### config.mk
export PLATFORM = sky130hd
export DESIGN_NAME = btc_wb_regs
export DESIGN_NICKNAME = d
export VERILOG_FILES = /design/src/rtl/btc_regs_pkg.sv /design/src/rtl/btc_result_fifo.sv /design/src/rtl/btc_wb_regs.sv
export SDC_FILE = /design/constraint.sdc
export NUM_CORES = 1
export LEC_CHECK = 0
export ABC_CLOCK_PERIOD_IN_PS = 2800
export BUFFER_PORTS_ARGS = -buffer_cell sky130_fd_sc_hd__clkbuf_2
export CORE_AREA = 3 3 231 233
export DETAILED_ROUTE_END_ITERATION = 6
export DIE_AREA = 0 0 234 236
export MAX_ROUTING_LAYER = met4
export PLACE_DENSITY_LB_ADDON = 0.25
export SLEW_MARGIN = 10
export SYNTH_ARGS = -nofsm -noshare
export SYNTH_HDL_FRONTEND = slang
export SYNTH_HIERARCHICAL = 1
export SYNTH_SLANG_ARGS = --single-unit
### constraint.sdc
create_clock -name wb_clk -period 2.8 [get_ports wb_clk]
set_clock_uncertainty 0.05 [all_clocks]
set_input_delay 0.28 -clock wb_clk [delete_from_list [all_inputs] [get_ports wb_clk]]
set_output_delay 0.28 -clock wb_clk [all_outputs]
set_load 0.03 [all_outputs]
### src/rtl/btc_regs_pkg.sv
// Shared register map, bit positions and FSM encodings for the BtcMiner Wishbone front-end.
package btc_regs_pkg;

  // Word indices (byte offset >> 2)
  localparam logic [5:0] W_CTRL   = 6'h00;
  localparam logic [5:0] W_STATUS = 6'h01;
  localparam logic [5:0] W_MID0   = 6'h02;
  localparam logic [5:0] W_MERKLE = 6'h0A;
  localparam logic [5:0] W_NTIME  = 6'h0B;
  localparam logic [5:0] W_NBITS  = 6'h0C;
  localparam logic [5:0] W_NSTART = 6'h0D;
  localparam logic [5:0] W_NEND   = 6'h0E;
  localparam logic [5:0] W_RESULT = 6'h0F;

  // MIDSTATE0..7, MERKLE_TAIL, NTIME, NBITS, NONCE_START, NONCE_END
  localparam int JOB_WORDS = 13;

  localparam int CTRL_START  = 0;
  localparam int CTRL_ABORT  = 1;
  localparam int CTRL_IRQ_EN = 2;

  localparam int STAT_BUSY    = 0;
  localparam int STAT_EMPTY   = 1;
  localparam int STAT_FULL    = 2;
  localparam int STAT_OVF     = 3;
  localparam int STAT_CNT_LSB = 8;

  typedef logic [1:0] fsm_state_t;
  localparam fsm_state_t S_IDLE  = 2'd0;
  localparam fsm_state_t S_OFFER = 2'd1;
  localparam fsm_state_t S_RUN   = 2'd2;

  function automatic logic [31:0] sel_merge(input logic [31:0] old_val,
                                            input logic [31:0] new_val,
                                            input logic [3:0]  sel);
    logic [31:0] res;
    res = old_val;
    for (int b = 0; b < 4; b++) begin
      if (sel[b]) res[8*b +: 8] = new_val[8*b +: 8];
    end
    return res;
  endfunction

endpackage

### src/rtl/btc_result_fifo.sv
// First-word-fall-through result FIFO; pointers carry an extra MSB so full/empty/count fall out of subtraction.
module btc_result_fifo #(
  parameter int DEPTH = 4
) (
  input  logic                       clk,
  input  logic                       rst_n,
  input  logic                       push,
  input  logic [31:0]                push_data,
  input  logic                       pop,
  output logic [31:0]                head,
  output logic                       full,
  output logic                       empty,
  output logic [$clog2(DEPTH):0]     count
);
  localparam int AW = $clog2(DEPTH);

  logic [31:0] mem [DEPTH];
  logic [AW:0] wr_ptr_reg;
  logic [AW:0] rd_ptr_reg;
  logic        do_pop;
  logic        do_push;

  assign count   = wr_ptr_reg - rd_ptr_reg;
  assign empty   = (wr_ptr_reg == rd_ptr_reg);
  assign full    = (count == (AW+1)'(DEPTH));
  assign do_pop  = pop & ~empty;
  // A pop in the same cycle frees a slot, so a push into a full FIFO still lands.
  assign do_push = push & (~full | do_pop);
  assign head    = mem[rd_ptr_reg[AW-1:0]];

  always_ff @(posedge clk) begin
    if (!rst_n) begin
      wr_ptr_reg <= '0;
      rd_ptr_reg <= '0;
    end else begin
      if (do_push) wr_ptr_reg <= wr_ptr_reg + 1'b1;
      if (do_pop)  rd_ptr_reg <= rd_ptr_reg + 1'b1;
    end
  end

  always_ff @(posedge clk) begin
    if (do_push) mem[wr_ptr_reg[AW-1:0]] <= push_data;
  end

endmodule

### src/rtl/btc_wb_regs.sv
// Wishbone classic register front-end for BtcMiner: job registers, job handshake FSM, result FIFO and irq.
module btc_wb_regs
  import btc_regs_pkg::*;
#(
  parameter int FIFO_DEPTH = 4,
  parameter int ADDR_W     = 8
) (
  input  logic              wb_clk,
  input  logic              wb_rst_n,
  input  logic              wb_cycle,
  input  logic              wb_strobe,
  input  logic              wb_we,
  input  logic [3:0]        wb_sel,
  input  logic [ADDR_W-1:0] wb_addr,
  input  logic [31:0]       wb_wdata,
  output logic              wb_ack,
  output logic [31:0]       wb_rdata,
  output logic              job_valid,
  input  logic              job_ready,
  output logic [255:0]      job_midstate,
  output logic [95:0]       job_data,
  output logic [31:0]       job_nonce_start,
  output logic [31:0]       job_nonce_end,
  output logic              core_abort,
  input  logic              core_done,
  input  logic              res_valid,
  input  logic [31:0]       res_nonce,
  output logic              irq
);
  localparam int WI = ADDR_W - 2;
  localparam int CW = $clog2(FIFO_DEPTH) + 1;

  logic        ack_reg;
  logic [31:0] rdata_reg;
  logic [31:0] rdata_next;
  fsm_state_t  state_reg;
  logic        core_abort_reg;
  logic        irq_en_reg;
  logic        ovf_reg;
  logic [31:0] job_regs [JOB_WORDS];

  logic          access, wr_access, rd_access;
  logic [WI-1:0] word_idx;
  logic [3:0]    job_idx;
  logic          busy;
  logic          ctrl_wr, status_wr, start_req, abort_req, result_rd;
  logic          fifo_full, fifo_empty;
  logic [31:0]   fifo_head;
  logic [CW-1:0] fifo_count;
  logic          unused_addr_bits;

  assign unused_addr_bits = ^wb_addr[1:0];

  assign access    = wb_cycle & wb_strobe & ~ack_reg;
  assign wr_access = access & wb_we;
  assign rd_access = access & ~wb_we;
  assign word_idx  = wb_addr[ADDR_W-1:2];
  assign job_idx   = 4'(word_idx - WI'(W_MID0));
  assign busy      = (state_reg != S_IDLE);

  assign ctrl_wr   = wr_access && (word_idx == WI'(W_CTRL)) && wb_sel[0];
  assign status_wr = wr_access && (word_idx == WI'(W_STATUS)) && wb_sel[0];
  assign start_req = ctrl_wr & wb_wdata[CTRL_START];
  assign abort_req = ctrl_wr & wb_wdata[CTRL_ABORT];
  assign result_rd = rd_access && (word_idx == WI'(W_RESULT));

  btc_result_fifo #(.DEPTH(FIFO_DEPTH)) u_fifo (
    .clk       (wb_clk),
    .rst_n     (wb_rst_n),
    .push      (res_valid),
    .push_data (res_nonce),
    .pop       (result_rd),
    .head      (fifo_head),
    .full      (fifo_full),
    .empty     (fifo_empty),
    .count     (fifo_count)
  );

  always_ff @(posedge wb_clk) begin
    if (!wb_rst_n) begin
      state_reg      <= S_IDLE;
      core_abort_reg <= 1'b0;
    end else begin
      core_abort_reg <= 1'b0;
      case (state_reg)
        S_IDLE: begin
          if (start_req && !abort_req) state_reg <= S_OFFER;
        end
        S_OFFER: begin
          if (abort_req) begin
            state_reg      <= S_IDLE;
            core_abort_reg <= 1'b1;
          end else if (job_ready) begin
            state_reg <= S_RUN;
          end
        end
        S_RUN: begin
          if (abort_req) begin
            state_reg      <= S_IDLE;
            core_abort_reg <= 1'b1;
          end else if (core_done) begin
            state_reg <= S_IDLE;
          end
        end
        default: state_reg <= S_IDLE;
      endcase
    end
  end

  always_ff @(posedge wb_clk) begin
    if (!wb_rst_n) begin
      irq_en_reg <= 1'b0;
      ovf_reg    <= 1'b0;
    end else begin
      if (ctrl_wr) irq_en_reg <= wb_wdata[CTRL_IRQ_EN];
      // A dropped result outranks a simultaneous W1C so the loss is never hidden.
      if (res_valid && fifo_full && !result_rd) ovf_reg <= 1'b1;
      else if (status_wr && wb_wdata[STAT_OVF]) ovf_reg <= 1'b0;
    end
  end

  // Job words are frozen while a job is outstanding so the core sees stable inputs.
  always_ff @(posedge wb_clk) begin
    if (!wb_rst_n) begin
      for (int i = 0; i < JOB_WORDS; i++) job_regs[i] <= '0;
    end else begin
      for (int i = 0; i < JOB_WORDS; i++) begin
        if (wr_access && !busy && (word_idx == WI'(int'(W_MID0) + i)))
          job_regs[i] <= sel_merge(job_regs[i], wb_wdata, wb_sel);
      end
    end
  end

  always_comb begin
    rdata_next = '0;
    if (word_idx == WI'(W_CTRL)) begin
      rdata_next[CTRL_IRQ_EN] = irq_en_reg;
    end else if (word_idx == WI'(W_STATUS)) begin
      rdata_next[STAT_BUSY]                = busy;
      rdata_next[STAT_EMPTY]               = fifo_empty;
      rdata_next[STAT_FULL]                = fifo_full;
      rdata_next[STAT_OVF]                 = ovf_reg;
      rdata_next[STAT_CNT_LSB +: 4]        = 4'(fifo_count);
    end else if (word_idx >= WI'(W_MID0) && word_idx <= WI'(W_NEND)) begin
      rdata_next = job_regs[job_idx];
    end else if (word_idx == WI'(W_RESULT)) begin
      rdata_next = fifo_empty ? 32'hFFFF_FFFF : fifo_head;
    end
  end

  always_ff @(posedge wb_clk) begin
    if (!wb_rst_n) begin
      ack_reg   <= 1'b0;
      rdata_reg <= '0;
    end else begin
      ack_reg   <= access;
      rdata_reg <= rd_access ? rdata_next : 32'd0;
    end
  end

  for (genvar gi = 0; gi < 8; gi++) begin : g_mid
    assign job_midstate[gi*32 +: 32] = job_regs[gi];
  end

  assign job_data        = {job_regs[W_NBITS - W_MID0], job_regs[W_NTIME - W_MID0],
                            job_regs[W_MERKLE - W_MID0]};
  assign job_nonce_start = job_regs[W_NSTART - W_MID0];
  assign job_nonce_end   = job_regs[W_NEND - W_MID0];

  assign wb_ack     = ack_reg;
  assign wb_rdata   = rdata_reg;
  // Gated by reset so the offer is withdrawn in the very cycle reset is asserted.
  assign job_valid  = (state_reg == S_OFFER) & wb_rst_n;
  assign core_abort = core_abort_reg;
  assign irq        = irq_en_reg & ~fifo_empty;

endmodule

Yosys cells after proc, flatten, opt, wreduce, memory -nomap -nowiden
Memory sizes are Yosys's and may differ from the RTL's. A register that Yosys moved wholly into a read port is not among the register bits.
Index checks and enable logic that the tools add are counted.
Storage, ports and cells
  bits in registers: 44
  RAM bits: 544
  input port bits: 84
  output and inout port bits: 452
  memories kept: 2
Operators by class
  add/subtract/negate cells: 4
  $lt $le $gt $ge: 2
  eq/ne operators: 42
  multiplexer cells: 243
  bitwise logic cells: 45
  reduce and logical (&&, ||, !) cells: 57
Memory list
  job_regs: depth 13, bits a word 32, read ports 14, clocked after Yosys merged registers in 0, write ports 13, line btc_wb_regs.sv:40  | logic [31:0] job_regs [JOB_WORDS];
  u_fifo.mem: depth 4, bits a word 32, read ports 1, clocked after Yosys merged registers in 1, write ports 1, line btc_result_fifo.sv:17  | logic [31:0] mem [DEPTH];
Operator list (number)
  8-bit 2-to-1 mux: 176
  32-bit 2-to-1 mux: 11
  3-bit inequality test, second input constant: 22
  6-bit by 4-bit == test with 1-bit output, second input constant: 8
  1-bit 2-to-1 mux: 46
  2-bit AND reduction: 22
  1-bit bitwise OR: 29
  6-bit by 3-bit == test with 1-bit output, second input constant: 4
  1-bit logical AND: 24
  2-bit 2-to-1 mux: 7
  6-bit by 2-bit == test with 1-bit output, second input constant: 2
  1-bit AND: 10
  3-bit by 1-bit adder with 3-bit output, second input constant: 2
  6-bit by 1-bit == test with 1-bit output, second input constant: 1
  6-bit by 2-bit greater-or-equal comparator with 1-bit output, second input constant: 1
  6-bit by 4-bit less-or-equal comparator with 1-bit output, second input constant: 1
  6-bit logical NOT: 1
  1-bit inverter: 6
  2-bit case mux with 3 select lines: 1
  4-bit 2-to-1 mux: 1
  2-bit nonzero test: 2
  4-bit OR reduction: 1
  4-bit by 2-bit subtractor with 4-bit output, second input constant: 1
  3-bit == test: 1
  11 further kinds: 13

Longest topological paths before layout
Gate-level depths: netlist of run 1.
  word-level depth: 10
  depth in mapped cells: 11
  depth with buffers taken out: 8

By module
Netlist of run 1, hierarchy kept.
By module, submodules not included
  btc_wb_regs: times used 1, cells each 1486, area an instance 20581.0 um^2
  btc_result_fifo: times used 1, cells each 220, area an instance 5128.7 um^2

Least setup slack after synthesis of run 1
No wires, ideal clock.
  path kind: input to register
  start point: in wb_addr[2]
  end point: mem u_fifo.mem[0][0], enable pin
  library setup time: 392 ps
  data arrival time: 2573 ps
  path slack: -215 ps
  stages: 8
  path buffers: 2
  cell sequence: buf_6 -> buf_4 -> nand2_1 -> or3_1 -> nor3_1 -> o21ai_2 -> a21boi_4 -> and2_1
On the way
  word-level cells in the longest chain between the ends: 7
Ends and longest elaborated chain
  start: declaration: line btc_wb_regs.sv:14  | input logic [ADDR_W-1:0] wb_addr,
  6-bit by 4-bit == test with 1-bit output: line btc_wb_regs.sv:65  | assign result_rd = rd_access && (word_idx == WI'(W_RESULT));
  1-bit logical AND: line btc_wb_regs.sv:65
  named net result_rd: line btc_wb_regs.sv:46  | logic ctrl_wr, status_wr, start_req, abort_req, result_rd;
  1-bit AND: line btc_result_fifo.sv:26  | assign do_pop = pop & ~empty;
  1-bit bitwise OR: line btc_result_fifo.sv:28  | assign do_push = push & (~full | do_pop);
  1-bit AND: line btc_result_fifo.sv:28
  1-bit 2-to-1 mux: line btc_result_fifo.sv:42  | if (do_push) mem[wr_ptr_reg[AW-1:0]] <= push_data;
  1-bit 2-to-1 mux (implied by the code): line btc_result_fifo.sv:42
  end: declaration: line btc_result_fifo.sv:17
The timed path passes the listed nets, and every way through them passes these cells.

Worst setup path after layout of run 1
  start point: reg u_fifo.wr_ptr_reg[0]
  end point: out irq
On the way
  word-level cells in the longest chain between the ends: 3
Ends and longest elaborated chain
  start: declaration: line btc_result_fifo.sv:18  | logic [AW:0] wr_ptr_reg;
  start signal: assignment: line btc_result_fifo.sv:36  | if (do_push) wr_ptr_reg <= wr_ptr_reg + 1'b1;
  3-bit == test: line btc_result_fifo.sv:24  | assign empty = (wr_ptr_reg == rd_ptr_reg);
  named net fifo_empty: line btc_wb_regs.sv:47  | logic fifo_full, fifo_empty;
  1-bit inverter: line btc_wb_regs.sv:175  | assign irq = irq_en_reg & ~fifo_empty;
  1-bit AND: line btc_wb_regs.sv:175
  end: declaration: line btc_wb_regs.sv:28  | output logic irq
The timed path passes the listed nets, and every way through them passes these cells.

==> results of run 1 <==
[cells by family (layout without fill, tap and decap cells)]
group | Yosys count | count (layout) | synth area share [%]
other cells | 0 | 5 | 0
simple gates | 553 | 553 | 12.1
flops | 590 | 590 | 67.1
compound gates | 185 | 185 | 4.56
fa+ha+maj | 14 | 14 | 0.711
buf+inv | 161 | 780 | 2.64
mux | 197 | 197 | 12.7
xor+xnor | 6 | 6 | 0.234
[repair_timing]
| item | 4_1_cts | 5_1_grt |
|---|---|---|
| resized for setup | 0 | 4 |
| endpoints found under the hold margin | 131 | 0 |
| endpoints found under the setup margin | 0 | 33 |
| hold buffers | 35 | 0 |
[layer usage]
metal	vias to the layer above	track usage [%]	routed length (um)
met5	-	-	0
met4	0	7.64	2340
met3	126	6.59	8260
met2	1003	45.9	39100
met1	8961	44.6	35100
li1	7468	-	-
[layout by cell type, fill, tap and decap left out, types with 7 or more instances in the layout]
cell	netlist	routed
sky130_fd_sc_hd__clkbuf_8	0	7
sky130_fd_sc_hd__a221oi_1	7	7
sky130_fd_sc_hd__a21oi_1	43	43
sky130_fd_sc_hd__buf_12	0	17
sky130_fd_sc_hd__ha_1	13	12
sky130_fd_sc_hd__mux2_2	22	22
sky130_fd_sc_hd__mux2i_1	74	74
sky130_fd_sc_hd__clkinv_1	1	8
sky130_fd_sc_hd__dlygate4sd3_1	0	35
sky130_fd_sc_hd__clkbuf_1	95	15
sky130_fd_sc_hd__clkbuf_2	0	529
sky130_fd_sc_hd__nor2_1	42	35
sky130_fd_sc_hd__nand2_1	111	109
sky130_fd_sc_hd__dfxtp_1	46	45
sky130_fd_sc_hd__nor2_2	0	7
sky130_fd_sc_hd__and2_1	359	356
sky130_fd_sc_hd__inv_1	25	25
sky130_fd_sc_hd__mux4_2	100	100
sky130_fd_sc_hd__o31ai_1	15	15
sky130_fd_sc_hd__clkinv_2	0	10
sky130_fd_sc_hd__o21ai_0	62	62
sky130_fd_sc_hd__o21a_1	13	13
sky130_fd_sc_hd__a22oi_1	13	13
sky130_fd_sc_hd__buf_4	7	59
sky130_fd_sc_hd__edfxtp_1	544	544
sky130_fd_sc_hd__clkbuf_16	0	60
[layout make-up]
| type | instances | area [um2] | area share (%) |
|---|---|---|---|
| inverters | 26 | 97.6 | 0.307 |
| clock buffers | 81 | 1640 | 5.15 |
| multi-input cells | 955 | 7870 | 24.7 |
| diodes | 5 | 12.5 | 0.0393 |
| clock inverters | 29 | 289 | 0.908 |
| repair buffers | 644 | 3820 | 12.0 |
| well taps | 680 | 851 | 2.67 |
| flip-flops and latches | 590 | 17300 | 54.2 |
[stage by stage]
| stage | setup slack, ps | power, uW | instances |
|---|---|---|---|
| after global routing | 6.88 | 21300 | 3010 |
| after CTS | 60.6 | 20800 | 3005 |
| after detailed placement | 85.0 | 13000 | 2860 |
| after global placement | 148 | 12900 | 2860 |
| after floorplan | 99.2 | 11900 | 1706 |
| final | 82.7 | 20700 | 3010 |
[path summary, 6_finish.rpt]
path	from	end	slack [ps]
setup / recovery	u_fifo/wr_ptr_reg[0]	irq	80
hold / removal	wb_wdata[7]	job_regs[8][7]	70
setup reg to reg	u_fifo/wr_ptr_reg[0]	u_fifo/mem[2][18]	80
hold reg to reg	state_reg[0]	state_reg[0]	430
[where the power goes]
group | leakage [uW] | switching [uW] | internal [uW]
Sequential | 0.00573 | 251 | 10000
Combinational | 0.00599 | 1770 | 787
Clock | 0.000933 | 3340 | 4550
Total | 0.0127 | 5360 | 15400
==> Flow_metrics.wiki, run 1 <==
{| class="wikitable"
! Metric !! Value
|-
| Top_reg_cell synth || sky130_fd_sc_hd__edfxtp_1
|-
| Register with the most flip-flops || job_regs
|-
| Root buffer cell || sky130_fd_sc_hd__clkbuf_16
|-
| Least-Margin Pin Slew || 1020 ps
|-
| Kind of start point of the critical path || flop
|-
| Max FFs per register || 416
|-
| Area of the core || 51400 um2
|-
| Area grow syn2layout || 23.8%
|-
| Cell area after synthesis || approximately 26000 um2
|-
| Max-cap violation count || 0
|-
| Largest net degree at the start of global routing || 69
|-
| Count of flip-flops with a built-in enable after synthesis || 544
|-
| I/O Pins || 536
|-
| Most repeated cell in the gate-level netlist after synthesis || sky130_fd_sc_hd__edfxtp_1
|-
| Sequential fraction of the synthesis area || roughly 67%
|-
| Net count after synthesis || 1804
|-
| TritonCTS sink count || 590
|-
| Critical path required time || 2470 ps
|-
| TritonCTS clock tree || yes
|-
| Area of placed instances || 29500 um2
|-
| Fin nets || 2374
|-
| Chip height || 236 um
|-
| Number of cells on the critical path || 7
|-
| Violation count after the first detailed-route iteration || 2147
|-
| RSZ-0062 raised after global routing || false
|-
| Final Routed Wirelength || 84.8 mm
|-
| Post-Route Setup TNS || 0 ps
|-
| Max Clock Freq || 0.368 GHz
|-
| Final hold vios || 0
|-
| Synth Area per Inst || ~15 um2
|-
| Full die area || 55200 um2
|-
| Leak Pwr || 0.0127 uW
|-
| Setup violators final || 0
|-
| Worst-case headroom to the max-slew limit || a little under a third
|-
| Final instance area || 31800 um2
|-
| Clock buffer count from CTS || 59
|-
| Number of remaining DRC errors || 0
|-
| Post-route clock period utilization || 97.0%
|-
| Hold path cells || 2
|-
| Worst reg-to-reg path cell count || 9
|-
| Area fraction of the dominant cell type after synthesis || a little under two thirds
|-
| Post-CTS setup buffers || 0
|-
| Final cell utilization of the core || 61.9%
|-
| Critical path endpoint category || primary output
|-
| Global routing usage summed across all routing layers || 31.1%
|-
| Total congestion overflow after global routing || 0
|-
| Yosys Warn Count || 6
|-
| Synthesis-stage register bit count || 590
|-
| Ordered cell list for the critical path || inv_1 > ha_1 > nand2_1 > nor2_2 > buf_4 > nor2b_1 > buf_2
|-
| Ratio of cells with drive above 1 in the final layout || 36.8%
|-
| Initial Utilization || 50.0%
|-
| Peak supply drop || 519 uV
|-
| Detailed-route vias per instance || 5.83
|-
| Post-synthesis cell type with the largest combined area || sky130_fd_sc_hd__edfxtp_1
|-
| Delay-heaviest family, CP || buffers and inverters
|-
| Number of levels in the clock H-tree || 2
|-
| Maximum count of clock buffers along a single path || 3
|-
| Delay of the slowest critical-path stage || approximately 380 ps
|-
| Count of port buffers added during placement || approximately 530
|-
| Final worst hold slack || approximately 74 ps
|-
| Type of the tightest min-delay check || primary input to flop
|-
| Routed len/inst || 28.2 um
|-
| Fraction of registers with async set or reset after synthesis || 0%
|-
| Antenna violations before repair || 8
|-
| Total half-perimeter wirelength after legalization and detailed placement || around 64 mm
|-
| Skew-Pair Late Insertion Delay || about 620 ps
|-
| Type of the worst setup path || flop to primary output
|-
| Ranking of synthesized cells by instance count || 544 x sky130_fd_sc_hd__edfxtp_1, 359 x sky130_fd_sc_hd__and2_1, 111 x sky130_fd_sc_hd__nand2_1, 100 x sky130_fd_sc_hd__mux4_2, 95 x sky130_fd_sc_hd__clkbuf_1
|-
| Leading cell types by total area after synthesis || sky130_fd_sc_hd__edfxtp_1 64%, sky130_fd_sc_hd__mux4_2 8.8%, sky130_fd_sc_hd__and2_1 8.7%
|-
| Floorplan die width || ~230 um
|-
| Distinct cell type count of the synthesized netlist || 59
|-
| Final Max Slew Viols || 0
|-
| Final estimated routing congestion in global placement || 0.999
|-
| CP max-delay cell || sky130_fd_sc_hd__dfxtp_1
|-
| Wire length of the first global-routing pass || roughly 120 mm
|-
| Vias in the first global route || 17100
|-
| Mapped Cells || about 1700
|-
| Run status || finished clean
|-
| Power density relative to cell area || 651 nW/um2
|-
| Pre-antenna DRT Iters || 5
|-
| Clock-pin slew of the registers on the worst-case setup and hold paths || ~60 ps
|-
| Data arrival time of the critical path || 2390 ps
|-
| Number of rows in the core area || 83
|-
| Total number of vias || 17600
|-
| ANT nets after route || 0
|-
| Sum of buffers and inverters on the critical path || 3
|-
| Largest fanout on the critical path || 10
|-
| Fillers || 3889
|-
| Final critical-path required period || 2720 ps
|}
Power figures use the tool's default switching activity.
==> inputs of run 2 (changes only) <==
--- a/config.mk
+++ b/config.mk
@@ -7,13 +7,12 @@
 export LEC_CHECK = 0
 export ABC_CLOCK_PERIOD_IN_PS = 2800
 export BUFFER_PORTS_ARGS = -buffer_cell sky130_fd_sc_hd__clkbuf_2
-export CORE_AREA = 3 3 231 233
+export CORE_AREA = 3 3 230 232
 export DETAILED_ROUTE_END_ITERATION = 6
-export DIE_AREA = 0 0 234 236
+export DIE_AREA = 0 0 233 235
 export MAX_ROUTING_LAYER = met4
 export PLACE_DENSITY_LB_ADDON = 0.25
 export SLEW_MARGIN = 10
 export SYNTH_ARGS = -nofsm -noshare
 export SYNTH_HDL_FRONTEND = slang
-export SYNTH_HIERARCHICAL = 1
 export SYNTH_SLANG_ARGS = --single-unit
==> Flow_metrics.wiki, run 2 <==
{| class="wikitable"
! Metric !! Value
|-
| Combinational Power Share || between 10% and 20%
|-
| Post-CTS setup buffers || 0
|-
| Number of gates given a new drive strength after cts || 0
|-
| Quantity of hold-fixing buffers added after cts || 33
|-
| ANT nets after route || 0
|-
| Net load switching power || 5270 uW
|-
| Ranking of synthesized cells by instance count || 544 x sky130_fd_sc_hd__edfxtp_1, 360 x sky130_fd_sc_hd__and2_1, 129 x sky130_fd_sc_hd__mux4_2, 124 x sky130_fd_sc_hd__nand2_1, 87 x sky130_fd_sc_hd__clkbuf_1
|-
| Delay-heaviest family, CP || simple AND/OR/NAND/NOR gates
|-
| Power share of the clock group || 38.7%
|-
| Total congestion overflow after global routing || 0
|-
| Leading cell types by total area after synthesis || sky130_fd_sc_hd__edfxtp_1 64%, sky130_fd_sc_hd__mux4_2 11%, sky130_fd_sc_hd__and2_1 8.8%
|-
| Sequential share of power || 50.1%
|-
| Largest net degree at the start of global routing || 65
|-
| Setup slack after layout || 164 ps
|-
| Global routing usage summed across all routing layers || between 30% and 40%
|-
| CP max-delay cell || sky130_fd_sc_hd__nor2_2
|-
| Antenna violations before repair || 5
|-
| Power density relative to cell area || 655 nW/um2
|-
| Register with the most flip-flops || job_regs
|-
| Yosys Warn Count || 0
|-
| Vias in the first global route || roughly 17000
|-
| Cell area after synthesis || 25500 um2
|-
| Fraction of registers with async set or reset after synthesis || 0%
|-
| Final instance area || 31400 um2
|-
| Wire length of the first global-routing pass || 121 mm
|-
| Critical path endpoint category || primary output
|-
| Total half-perimeter wirelength after legalization and detailed placement || roughly 63 mm
|-
| Distinct cell type count of the synthesized netlist || 60
|-
| Worst-case register-to-register setup slack || 210 ps
|-
| Minimum setup slack after placement || 234 ps
|-
| Largest fanout on the critical path || 14
|-
| Chip height || 235 um
|-
| Number of remaining DRC errors || 0
|-
| Leading cell types in the layout, fill and taps excluded || 544 x sky130_fd_sc_hd__edfxtp_1, 530 x sky130_fd_sc_hd__clkbuf_2, 360 x sky130_fd_sc_hd__and2_1, 129 x sky130_fd_sc_hd__mux4_2, 124 x sky130_fd_sc_hd__nand2_1
|-
| Final Max Slew Viols || 0
|-
| Violation count after the first detailed-route iteration || 1779
|-
| Maximum count of clock buffers along a single path || 3
|-
| Top_reg_cell synth || sky130_fd_sc_hd__edfxtp_1
|-
| Commonest non-fill, non-tap cell in the layout || sky130_fd_sc_hd__edfxtp_1
|-
| Skew-Pair Late Insertion Delay || 610 ps
|-
| Full die area || 54800 um2
|-
| Count of port buffers added during placement || about 530
|-
| Floorplan die width || 233 um
|-
| Count of flip-flops with a built-in enable after synthesis || 544
|-
| Type of the tightest min-delay check || primary input to flop
|-
| Worst-case headroom to the max-slew limit || 37.5%
|-
| Area grow syn2layout || 23.4%
|-
| Area of the core || 51200 um2
|-
| Final hold vios || 0
|-
| Type of the worst setup path || flop to primary output
|-
| Post-route clock period utilization || 94.1%
|-
| Initial Utilization || 49.7%
|-
| Max FFs per register || 416
|-
| Ratio of cells with drive above 1 in the final layout || between 30% and 40%
|-
| Area fraction of the dominant cell type after synthesis || around 64%
|-
| Sequential fraction of the synthesis area || about 68%
|-
| Max Clock Freq || 0.379 GHz
|-
| Peak supply drop || 600 uV
|-
| I/O Pins || about 540
|-
| Final critical-path required period || 2640 ps
|-
| Clock-pin slew of the registers on the worst-case setup and hold paths || 60 ps
|-
| Post-Route Setup TNS || 0 ps
|-
| Synthesis-stage register bit count || about 600
|-
| TritonCTS sink count || 590
|-
| Cell internal power dissipation || 15300 uW
|-
| Pre-antenna DRT Iters || 7
|-
| Mapped Cells || 1601
|-
| Routed len/inst || 29.4 um
|-
| Delay of the slowest critical-path stage || 410 ps
|-
| Net count after synthesis || roughly 1700
|-
| RSZ-0062 raised after global routing || false
|-
| Total number of vias || approximately 17000
|-
| Number of rows in the core area || 83
|-
| Setup violators final || 0
|-
| TritonCTS clock tree || yes
|-
| Clock buffer count from CTS || 60
|-
| Fillers || 3925
|-
| Most repeated cell in the gate-level netlist after synthesis || sky130_fd_sc_hd__edfxtp_1
|-
| Area of placed instances || roughly 29000 um2
|-
| Root buffer cell || sky130_fd_sc_hd__clkbuf_16
|-
| Data arrival time of the critical path || 2310 ps
|-
| Switch share || roughly a quarter
|-
| Leak Pwr || 0.0124 uW
|-
| Kind of start point of the critical path || flop
|-
| Max-cap violation count || 0
|-
| Ordered cell list for the critical path || inv_1 > ha_1 > nand2_1 > nor2_2 > nor2b_1 > clkbuf_2
|-
| Detailed-route vias per instance || 5.89
|-
| Least-Margin Pin Slew || roughly 930 ps
|-
| Run status || finished clean
|-
| Synth Area per Inst || 15.9 um2
|-
| Final Routed Wirelength || roughly 85 mm
|-
| Number of levels in the clock H-tree || 2
|-
| Final estimated routing congestion in global placement || 0.951
|-
| Post-synthesis cell type with the largest combined area || sky130_fd_sc_hd__edfxtp_1
|-
| Critical path required time || 2470 ps
|-
| Fin nets || 2260
|-
| Sum of buffers and inverters on the critical path || 2
|}
-- run 2: path summary, 6_finish.rpt --
check	to	from	depth (start not counted)
worst max-delay path	irq	u_fifo.wr_ptr_reg[0]	6
worst min-delay path	job_regs[4][14]	wb_wdata[14]	2
worst max register to register	u_fifo.mem[2][25]	u_fifo.wr_ptr_reg[0]	8
worst min register to register	state_reg[1]	state_reg[1]	2
-- run 2: kinds of logic after synthesis --
group | after synthesis | synth area share [%]
DFF | 590 | 67.8
AOI/OAI and AO/OA | 105 | 2.93
and+or+nand+nor | 561 | 12.4
buffers and inverters | 148 | 2.56
adders and majority gates | 13 | 0.669
xor gates and xnor gates | 8 | 0.359
muxes | 176 | 13.3
-- run 2: worst reg2reg max path: stages (launching register included) --
cell,delay (ps)
sky130_fd_sc_hd__dfxtp_1,400
sky130_fd_sc_hd__inv_1,110
sky130_fd_sc_hd__ha_1,200
sky130_fd_sc_hd__fa_1,370
sky130_fd_sc_hd__xnor3_1,260
sky130_fd_sc_hd__nor2_1,80
sky130_fd_sc_hd__a21boi_2,260
sky130_fd_sc_hd__and2_1,280
sky130_fd_sc_hd__buf_12,250
-- run 2: area by class of cell --
cell class	count	area [um2]	area share (%)
clock buffers	73	1650	5.27
well taps	680	851	2.71
diodes	7	17.5	0.0558
multi-input cells	863	7600	24.2
flip-flops and latches	590	17300	55.0
inverters	12	45.0	0.143
clock inverters	36	299	0.952
repair buffers	636	3670	11.7
-- run 2: metal layers --
metal | wire, um | global-route usage (%) | up-vias | share of wire, %
met5 | 0 | - | - | 0
li1 | - | - | 7098 | -
met3 | 9130 | 8.11 | 157 | 11
met2 | 40300 | 48.3 | 1033 | 47
met4 | 2720 | 9.69 | 0 | 3.2
met1 | 33100 | 42.8 | 8766 | 39
-- run 2: power groups by stage --
stage          clock (uW)  combinational (uW)  sequential, uW
6_report             7950                2310           10300
2_1_floorplan           0                 788           11000
3_3_place_gp            0                2240           10500
4_1_cts              8040                2300           10300
5_1_grt              8360                2410           10300
3_5_place_dp            0                2250           10500
-- run 2: through the flow --
| stage | hold slack (ps) | std cells | total power (uW) | util (%) |
|---|---|---|---|---|
| 2_1_floorplan | 329 | 1601 | 11800 | - |
| 3_3_place_gp | 444 | 2748 | 12700 | 56.8 |
| 3_5_place_dp | 451 | 2748 | 12700 | 56.8 |
| 4_1_cts | 4.97 | 2890 | 20700 | 61.3 |
| 5_1_grt | 44.4 | 2896 | 21100 | 61.3 |
| 6_report | 49.7 | 2897 | 20600 | 61.3 |
==> inputs of run 3 (changes only) <==
--- a/config.mk
+++ b/config.mk
@@ -5,6 +5,7 @@
 export SDC_FILE = /design/constraint.sdc
 export NUM_CORES = 1
 export LEC_CHECK = 0
+export ABC_AREA = 1
 export ABC_CLOCK_PERIOD_IN_PS = 2800
 export BUFFER_PORTS_ARGS = -buffer_cell sky130_fd_sc_hd__clkbuf_2
 export CORE_AREA = 3 3 230 232
==> Flow_metrics.wiki, run 3 <==
{| class="wikitable"
! Metric !! Value
|-
| Run status || finished clean
|-
| Largest net degree at the start of global routing || 88
|-
| Final Max Slew Viols || 0
|-
| Setup violators final || 0
|-
| Post-Route Setup TNS || 0 ps
|-
| Number of rows in the core area || 83
|-
| Count of port buffers added during placement || ~530
|-
| Area grow syn2layout || 26.1%
|-
| Peak supply drop || about 600 uV
|-
| Distinct cell type count of the synthesized netlist || 41
|-
| TritonCTS sink count || 590
|-
| Final Routed Wirelength || 96.5 mm
|-
| Antenna violations before repair || 11
|-
| Initial Utilization || about half
|-
| Most repeated cell in the gate-level netlist after synthesis || sky130_fd_sc_hd__nor2_1
|-
| Full die area || 54800 um2
|-
| Largest fanout on the critical path || 17
|-
| Post-synthesis cell type with the largest combined area || sky130_fd_sc_hd__edfxtp_1
|-
| Total number of vias || 21700
|-
| Type of the tightest min-delay check || primary input to flop
|-
| Sequential fraction of the synthesis area || between 60% and 70%
|-
| Ratio of cells with drive above 1 in the final layout || 25.3%
|-
| Floorplan die width || 233 um
|-
| Total congestion overflow after global routing || 0
|-
| Skew-Pair Late Insertion Delay || 630 ps
|-
| Cell area after synthesis || 25500 um2
|-
| Leading cell types by total area after synthesis || sky130_fd_sc_hd__edfxtp_1 64%, sky130_fd_sc_hd__nor2_1 8.2%, sky130_fd_sc_hd__nand2_1 7.1%
|-
| RSZ-0062 raised after global routing || false
|-
| Final critical-path required period || 2660 ps
|-
| Data arrival time of the critical path || approximately 2300 ps
|-
| Root buffer cell || sky130_fd_sc_hd__clkbuf_16
|-
| Number of levels in the clock H-tree || 2
|-
| Wire length of the first global-routing pass || 138 mm
|-
| Yosys Warn Count || 0
|-
| Type of the worst setup path || flop to primary output
|-
| Pre-antenna DRT Iters || 5
|-
| Number of remaining DRC errors || 0
|-
| Critical path required time || 2470 ps
|-
| Total half-perimeter wirelength after legalization and detailed placement || 68.9 mm
|-
| Count of flip-flops with a built-in enable after synthesis || 544
|-
| Leak Pwr || 0.0137 uW
|-
| Max Clock Freq || around 0.38 GHz
|-
| Routed len/inst || 25.3 um
|-
| Register with the most flip-flops || job_regs
|-
| Max FFs per register || 416
|-
| Top_reg_cell synth || sky130_fd_sc_hd__edfxtp_1
|-
| Clock-pin slew of the registers on the worst-case setup and hold paths || 60 ps
|-
| Violation count after the first detailed-route iteration || ~2600
|-
| Chip height || 235 um
|-
| Vias in the first global route || 21000
|-
| Mapped Cells || 2432
|-
| Detailed-route vias per instance || 5.70
|-
| Maximum count of clock buffers along a single path || 3
|-
| Post-route clock period utilization || 95.0%
|-
| Area fraction of the dominant cell type after synthesis || 64.1%
|-
| Fraction of registers with async set or reset after synthesis || 0%
|-
| Max-cap violation count || 0
|-
| Final estimated routing congestion in global placement || 0.964
|-
| I/O Pins || 536
|-
| Power density relative to cell area || ~650 nW/um2
|-
| Synthesis-stage register bit count || 590
|-
| Ranking of synthesized cells by instance count || 554 x sky130_fd_sc_hd__nor2_1, 544 x sky130_fd_sc_hd__edfxtp_1, 480 x sky130_fd_sc_hd__nand2_1, 136 x sky130_fd_sc_hd__o21ai_0, 122 x sky130_fd_sc_hd__inv_1
|-
| Area of the core || between 50000 and 60000 um2
|-
| Final hold vios || 0
|-
| Kind of start point of the critical path || flop
|-
| Net count after synthesis || around 2500
|-
| Commonest non-fill, non-tap cell in the layout || sky130_fd_sc_hd__nor2_1
|-
| Global routing usage summed across all routing layers || 35.4%
|-
| Worst-case headroom to the max-slew limit || 53.1%
|-
| Least-Margin Pin Slew || 700 ps
|-
| Clock buffer count from CTS || 59
|-
| TritonCTS clock tree || yes
|-
| Final cell utilization of the core || 62.7%
|-
| ANT nets after route || 0
|-
| Leading cell types in the layout, fill and taps excluded || 550 x sky130_fd_sc_hd__nor2_1, 544 x sky130_fd_sc_hd__edfxtp_1, 531 x sky130_fd_sc_hd__clkbuf_2, 477 x sky130_fd_sc_hd__nand2_1, 136 x sky130_fd_sc_hd__o21ai_0
|-
| Critical path endpoint category || primary output
|-
| Synth Area per Inst || 10.5 um2
|-
| Fin nets || 3176
|}
## run 3: cell count changes after synthesis, sizes merged, moves of 30 or more
cell	change
nor2	+528
and2	-361
nand2	+361
mux4	-129
inv	+119
o21ai	+114
nand3	+111
a21oi	+75
mux2i	-47
a22oi	+38
nand4	+38
buf	+34
clkbuf	-30
## run 3: where the power goes
group / switching [uW] / total, uW / leakage (uW) / internal [uW]
logic: 1950 / 2650 / 0.00699 / 698
registers: 256 / 10300 / 0.00573 / 10000
clock network: 3410 / 8040 / 0.000944 / 4630
total: 5620 / 21000 / 0.0137 / 15400
## run 3: worst paths after layout
path / slack [ps] / depth (start not counted) / to / start
hold / removal: 60 / 3 / job_regs[12][1] / wb_wdata[1]
hold reg to reg: 450 / 2 / ovf_reg / ovf_reg
setup / recovery: 140 / 7 / irq / u_fifo.wr_ptr_reg[0]
setup reg to reg: 160 / 7 / job_regs[5][7] / state_reg[0]
## run 3: layout make-up
cell class / instances / area (um2)
fillers: 4121 / 19100
well taps: 680 / 851
inverters: 160 / 603
flip-flops and latches: 590 / 17300
clock inverters: 30 / 308
multi-input cells: 1542 / 7000
diodes: 10 / 25.0
clock buffers: 79 / 1630
repair buffers: 726 / 4440
## run 3: what timing repair did
item                                    in CTS  in global routing
endpoints found under the setup margin       1                  2
buffers inserted                             0                  0
gates resized for setup                      1                  4
pin swaps                                    0                  1
hold buffers                                66                  0
endpoints found under the hold margin      226                  0
## run 3: metal layers
metal,GRT usage (%),routed length [um],up-vias
met5,-,0,-
met1,45.3,36000,10500
met3,9.35,11300,240
li1,-,-,9533
met4,12.7,4060,0
met2,54.8,45200,1423
## run 3: cells by family after synthesis
| family | share of synthesized area (%) |
|---|---|
| buf+inv | 4.93 |
| compound gates | 6.67 |
| fa+ha+maj | 0.668 |
| xor+xnor | 0.0688 |
| simple gates | 19.9 |
| flops | 67.8 |
## run 3: through the flow
| step | cell area [um2] | cells | total power, uW | setup slack [ps] | hold slack (ps) |
|---|---|---|---|---|---|
| floorplan | 25500 | 2432 | 11900 | -478 | 329 |
| global placement | 29500 | 3632 | 12900 | 184 | 416 |
| detailed placement | 29500 | 3632 | 13000 | 137 | 430 |
| CTS | 32100 | 3807 | 20900 | 22.5 | 29.7 |
| global route | 32100 | 3817 | 21500 | 51.8 | 53.6 |
| finish | 32100 | 3817 | 21000 | 139 | 62.1 |
## run 3: critical path, stage by stage (launching register included)
cell and delay, ps:
sky130_fd_sc_hd__dfxtp_2 380, sky130_fd_sc_hd__inv_1 90, sky130_fd_sc_hd__ha_1 320, sky130_fd_sc_hd__nand4_1 200, sky130_fd_sc_hd__buf_6 240, sky130_fd_sc_hd__inv_1 80, sky130_fd_sc_hd__nor2_1 170, sky130_fd_sc_hd__clkbuf_4 230
